`config.mk`:
```
export PLATFORM = sky130hd
export DESIGN_NAME = vga_timing_gen
export DESIGN_NICKNAME = d
export VERILOG_FILES = /design/src/rtl/vga_pkg.sv /design/src/rtl/vga_axis_counter.sv /design/src/rtl/vga_timing_gen.sv
export SDC_FILE = /design/constraint.sdc
export NUM_CORES = 1
export LEC_CHECK = 0
export ABC_AREA = 1
export CAP_MARGIN = 10
export CORE_MARGIN = 2
export CORE_UTILIZATION = 54
export CTS_CLUSTER_DIAMETER = 80
export DETAILED_ROUTE_END_ITERATION = 10
export PLACE_DENSITY = 0.78
export SYNTH_ARGS = -nofsm -noshare
export SYNTH_HDL_FRONTEND = slang
export SYNTH_SLANG_ARGS = --single-unit
```
`constraint.sdc`:
```
create_clock -name clk -period 1.8 [get_ports clk]
set_clock_uncertainty 0.1 [all_clocks]
set_input_delay 0.27 -clock clk [delete_from_list [all_inputs] [get_ports clk]]
set_output_delay 0.27 -clock clk [all_outputs]
set_load 0.03 [all_outputs]
```
`src/rtl/vga_pkg.sv`:
```
// Shared types and mode presets for the raster timing generator.
// Optional frame counter is enabled with VGA_FRAME_CNT_EN.
package vga_pkg;

  typedef struct packed {
    int   active;
    int   fp;
    int   sync;
    int   bp;
    logic pol;
  } vga_axis_t;

  typedef struct packed {
    vga_axis_t h;
    vga_axis_t v;
  } vga_mode_t;

  localparam vga_mode_t VGA_640X480_60 = '{
    h: '{active: 640, fp: 16, sync: 96, bp: 48, pol: 1'b0},
    v: '{active: 480, fp: 10, sync: 2,  bp: 33, pol: 1'b0}
  };

  localparam vga_mode_t VGA_TINY = '{
    h: '{active: 4, fp: 1, sync: 2, bp: 1, pol: 1'b0},
    v: '{active: 3, fp: 1, sync: 1, bp: 1, pol: 1'b0}
  };

  function automatic int axis_total(vga_axis_t a);
    return a.active + a.fp + a.sync + a.bp;
  endfunction

endpackage

```
`src/rtl/vga_axis_counter.sv`:
```
// One raster axis: wrapping position counter plus registered
// position/sync decode of the pre-increment count.
module vga_axis_counter
  import vga_pkg::*;
#(
  parameter vga_axis_t CFG = VGA_640X480_60.h,
  parameter int        W   = 10
) (
  input  logic         clk,
  input  logic         rst,
  input  logic         cnt_en,
  input  logic         load_en,
  output logic         wrap,
  output logic         act,
  output logic [W-1:0] pos,
  output logic         sync
);

  localparam int TOTAL = axis_total(CFG);
  localparam logic [W-1:0] LAST    = W'(TOTAL - 1);
  localparam logic [W-1:0] ACT_END = W'(CFG.active);
  localparam logic [W-1:0] SYNC_LO = W'(CFG.active + CFG.fp);
  localparam logic [W-1:0] SYNC_HI =
    W'(CFG.active + CFG.fp + CFG.sync - 1);

  logic [W-1:0] cnt;
  logic         in_sync;

  assign wrap    = (cnt == LAST);
  assign act     = (cnt < ACT_END);
  assign in_sync = (cnt >= SYNC_LO) && (cnt <= SYNC_HI);

  always_ff @(posedge clk) begin
    if (rst) begin
      cnt  <= '0;
      pos  <= '0;
      sync <= ~CFG.pol;
    end else begin
      if (cnt_en)
        cnt <= wrap ? '0 : cnt + 1'b1;
      // outputs trail the counter by one enabled edge
      if (load_en) begin
        pos  <= cnt;
        sync <= in_sync ? CFG.pol : ~CFG.pol;
      end
    end
  end

endmodule

```
`src/rtl/vga_timing_gen.sv`:
```
// Parametrised raster timing generator with pixel clock-enable.
// Define VGA_FRAME_CNT_EN to add the frame_cnt output.
module vga_timing_gen
  import vga_pkg::*;
#(
  parameter int H_ACTIVE   = VGA_640X480_60.h.active,
  parameter int H_FP       = VGA_640X480_60.h.fp,
  parameter int H_SYNC     = VGA_640X480_60.h.sync,
  parameter int H_BP       = VGA_640X480_60.h.bp,
  parameter int V_ACTIVE   = VGA_640X480_60.v.active,
  parameter int V_FP       = VGA_640X480_60.v.fp,
  parameter int V_SYNC     = VGA_640X480_60.v.sync,
  parameter int V_BP       = VGA_640X480_60.v.bp,
  parameter bit H_SYNC_POL = 1'b0,
  parameter bit V_SYNC_POL = 1'b0,
  parameter int FRAME_W    = 8,
  localparam int H_TOTAL = H_ACTIVE + H_FP + H_SYNC + H_BP,
  localparam int V_TOTAL = V_ACTIVE + V_FP + V_SYNC + V_BP,
  localparam int H_W     = $clog2(H_TOTAL),
  localparam int V_W     = $clog2(V_TOTAL)
) (
  input  logic           clk,
  input  logic           rst,
  input  logic           ce,
  output logic           hsync,
  output logic           vsync,
  output logic           de,
  output logic [H_W-1:0] x,
  output logic [V_W-1:0] y,
  output logic           line_start,
`ifdef VGA_FRAME_CNT_EN
  output logic           frame_start,
  output logic [FRAME_W-1:0] frame_cnt
`else
  output logic           frame_start
`endif
);

  if (H_ACTIVE < 1 || H_FP < 1 || H_SYNC < 1 || H_BP < 1 ||
      V_ACTIVE < 1 || V_FP < 1 || V_SYNC < 1 || V_BP < 1 ||
      FRAME_W < 1) begin : g_bad_cfg
    $error("vga_timing_gen: porch/sync/active must be >= 1");
  end

  localparam vga_axis_t H_CFG = '{
    active: H_ACTIVE, fp: H_FP, sync: H_SYNC, bp: H_BP,
    pol: H_SYNC_POL
  };
  localparam vga_axis_t V_CFG = '{
    active: V_ACTIVE, fp: V_FP, sync: V_SYNC, bp: V_BP,
    pol: V_SYNC_POL
  };

  logic h_wrap, h_act;
  logic v_wrap, v_act;
  logic line_pend, frame_pend;

  vga_axis_counter #(.CFG(H_CFG), .W(H_W)) u_h (
    .clk     (clk),
    .rst     (rst),
    .cnt_en  (ce),
    .load_en (ce),
    .wrap    (h_wrap),
    .act     (h_act),
    .pos     (x),
    .sync    (hsync)
  );

  vga_axis_counter #(.CFG(V_CFG), .W(V_W)) u_v (
    .clk     (clk),
    .rst     (rst),
    .cnt_en  (ce && h_wrap),
    .load_en (ce),
    .wrap    (v_wrap),
    .act     (v_act),
    .pos     (y),
    .sync    (vsync)
  );

  // *_pend marks that the counters currently sit at a line/frame start
  always_ff @(posedge clk) begin
    if (rst) begin
      de          <= 1'b0;
      line_start  <= 1'b0;
      frame_start <= 1'b0;
      line_pend   <= 1'b1;
      frame_pend  <= 1'b1;
    end else if (ce) begin
      de          <= h_act && v_act;
      line_start  <= line_pend;
      frame_start <= frame_pend;
      line_pend   <= h_wrap;
      frame_pend  <= h_wrap && v_wrap;
    end else begin
      line_start  <= 1'b0;
      frame_start <= 1'b0;
    end
  end

`ifdef VGA_FRAME_CNT_EN
  logic first_q;

  // the frame entered right after reset keeps count 0
  always_ff @(posedge clk) begin
    if (rst) begin
      frame_cnt <= '0;
      first_q   <= 1'b1;
    end else if (ce) begin
      first_q <= 1'b0;
      if (frame_pend && !first_q)
        frame_cnt <= frame_cnt + 1'b1;
    end
  end
`endif

endmodule
```
==> results.txt <==
Outcome -> complete, no violations
Critical path class -> reg2out
Total GRT Usage -> 24.9%
Die W -> 65.9 µm
RePlAce Congestion -> 0.903
Yosys warning total -> 0
Worst EP arrival -> 1.31 ns
Max Root-Sink Buffers -> 2
RSZ-0062 raised after global routing -> no
Final Hold Fails -> 0
Synth Area in XOR/XNOR -> 0.423%
Vias/cell -> 5.30
Residual DRC -> 0
CP max FO -> 2
Std-Cell Rows -> 22
Total power draw -> 1.99 mW
DR pass1 iterations -> 4
Num CTS Buffers -> 5
DP Wirelength -> 3440 µm
Number of diodes -> 0
Core Region -> 0.00366 mm²
CP required -> 1.43 ns
H-tree depth -> 2
Sw Share -> 24.6%
DR vias -> 1918
Synthesized instance count -> 277
Most common cell after layout, fill and taps aside -> dfxtp_1
Reg power frac -> 54.5%
Post-synth EDFFs -> 0
Setup Slack @ Placement -> 0.00978 ns
Multi-input logic area -> 977 µm²
Total Nets Final -> 320
Slew Viols, Final -> 0
Slew margin rel. -> 71.3%
Number of global-route vias before repair -> 1777
Largest family of logic cells by synthesized area -> simple AND/OR/NAND/NOR gates
Final setup margin -> 0.117 ns
Port Buffers -> 27
Synthesized Nets -> 284
Skew-Pair Late Insertion Delay -> 0.30 ns
Fill cell count -> 308
P_int -> 1.50 mW
Post-DP Area -> 0.00246 mm²
Final-report setup violation count -> 0
Max-Cap Viols -> 0
Fin crit share -> 93.5%
Compound-cell area share of the yosys netlist -> 14.8%
Crit path buf inv count -> 1
Sw Pwr -> 490 µW
Final instance area -> 0.00257 mm²
Yosys reg bits -> 47
Syn avg cell area -> 7.48 µm²
GR Overflow Total -> 0
Power Dens Cells -> 776 mW/mm²
Worst Setup Start Kind -> flop
Post-Synth Adder-Cell Area -> 2.42%
Post-synth ARST share -> 0%
Fmax -> 594 MHz
Clock power share -> 35.0%
Die area -> 0.00435 mm²
Dominant synthesized flop cell -> dfxtp_1
Clock Pin Slew Worst Setup and Hold Paths -> 0.08 ns
Hold crit path type -> reg2reg
Top delay family on crit path -> buffers and inverters
Crit-path max cell delay -> 0.68 ns
CTS root buf -> clkbuf_8
Tmin final -> 1.68 ns
Internal reg-to-reg setup slack -> 0.19 ns
Simple-Gate Fraction of Synth Area -> 29.2%
CP endpoint kind -> output port
Mapped cell area -> 0.00207 mm²
Starting Density -> 56.6%
Average routed wire per standard cell -> 12.8 µm
First-pass GRT wire length -> 8270 µm
Final antenna-violating net count -> 0
CTS tree -> yes
Die height -> 65.9 µm
Post-synthesis mux area share -> 0%
Setup TNS Final -> 0 ns
Critical-path top delay cell -> clkdlybuf4s50_1
Distinct cells, synth -> 29
Combinational Power Share -> 10.5%
TritonCTS Sinks -> 47
Initial antenna violation count -> 0
Layout area overhead -> 24.2%
Peak supply drop -> 0.000488 V
Commonest non-fill, non-tap cells in the layout -> dfxtp_1, nand2_1, nor2_1
Placed Cells -> 354
Largest net degree at the start of global routing -> 23
Top Ports -> 28
Crit-path cells -> clkdlybuf4s50_1
Non-filler instance count after layout -> 362
Pleak -> 0.986 nW
Fraction of layout cells with a size suffix above 1 -> 12.4%
Detailed-route wire length -> 4640 µm
Measured slew at the worst slew-check pin -> 0.427 ns
DR iter-0 viols -> 122
Register area share after synthesis -> 45.4%
Sequential cell area -> 941 µm²
[per-stage QoR]
step	util, %	hold WS [ns]
finish	70.2	0.338
global route	70.2	0.369
CTS	70.0	0.337
detailed placement	67.2	0.323
global placement	67.2	0.323
floorplan	-	0.309
[logic make-up (layout without fill, tap and decap cells)]
group,after synthesis,count (layout)
compound gates,57,57
simple gates,126,126
fa+ha+maj,4,4
xor+xnor,1,1
buf+inv,42,79
flops,47,47
[routing by layer]
layer / up-vias / global-route usage [%] / wire length (µm)
met3: 9 / 3.92 / 266
met2: 58 / 39.3 / 2110
met1: 871 / 33.7 / 2180
met4: 0 / 10.4 / 82
met5: - / 0 / 0
li1: 980 / - / -
[worst paths after layout]
check	start	end	cells after the start
max	u_v.pos[1]$_SDFFE_PP0P_	y[1]	1
min reg2reg	line_pend$_SDFFE_PP1P_	line_start$_SDFF_PP0_	2
min	line_pend$_SDFFE_PP1P_	line_start$_SDFF_PP0_	2
max reg2reg	u_v.cnt[1]$_SDFFE_PP0P_	u_v.cnt[8]$_SDFFE_PP0P_	7
[flip-flops by register name, indices dropped and copies added (netlist names)]
name,count
frame_pend,1
u_v.sync,1
u_h.sync,1
u_v.cnt,10
de,1
line_start,1
u_h.pos,10
u_v.pos,10
line_pend,1
u_h.cnt,10
frame_start,1
[worst register-to-register path, delay by kind of cell, from the launching register on]
kind / cells / cell delay, ns
buffers and inverters: 1 / 0.13
AND/OR/NAND/NOR: 4 / 0.61
AO/OA/AOI/OAI: 1 / 0.15
flip-flops: 1 / 0.34
adder cells (fa/ha/maj): 1 / 0.19
[cell type report]
type	count	share of cell area (%)
Sequential cell	47	36.6
Clock buffer	7	3.75
Tap cell	48	2.34
Multi-Input combinational cell	188	38.0
Clock inverter	1	0.292
Inverter	33	4.82
Timing Repair Buffer	38	14.2
[cells in the mapped netlist, types with 4 or more instances]
cell      instances  share of area (%)
inv_2             4               0.72
dfxtp_1          47                 45
nor3_1           11                2.7
nand4_1           6                1.8
a21oi_1          26                6.3
inv_1            29                5.3
nand2_1          42                7.6
nand3_1          16                3.9
ha_1              4                2.4
nor2_1           36                6.5
clkbuf_1          5               0.91
o21ai_0          24                5.8
nor2_2            5                1.5
[power by group through the flow]
stage          Combinational (mW)  Sequential [mW]  Clock, mW
4_1_cts                     0.212             1.09      0.706
5_1_grt                     0.229             1.09      0.752
3_5_place_dp                0.210             1.11          0
6_report                    0.210             1.09      0.698
3_3_place_gp                0.208             1.11          0
2_1_floorplan              0.0725             1.16          0
[repair_timing]
action                                  4_1_cts  5_1_grt
resized for setup                             0        2
buffers inserted                              0        0
hold buffers                                  0        0
endpoints found under the setup margin        0        3
Power figures use the tool's default switching activity.
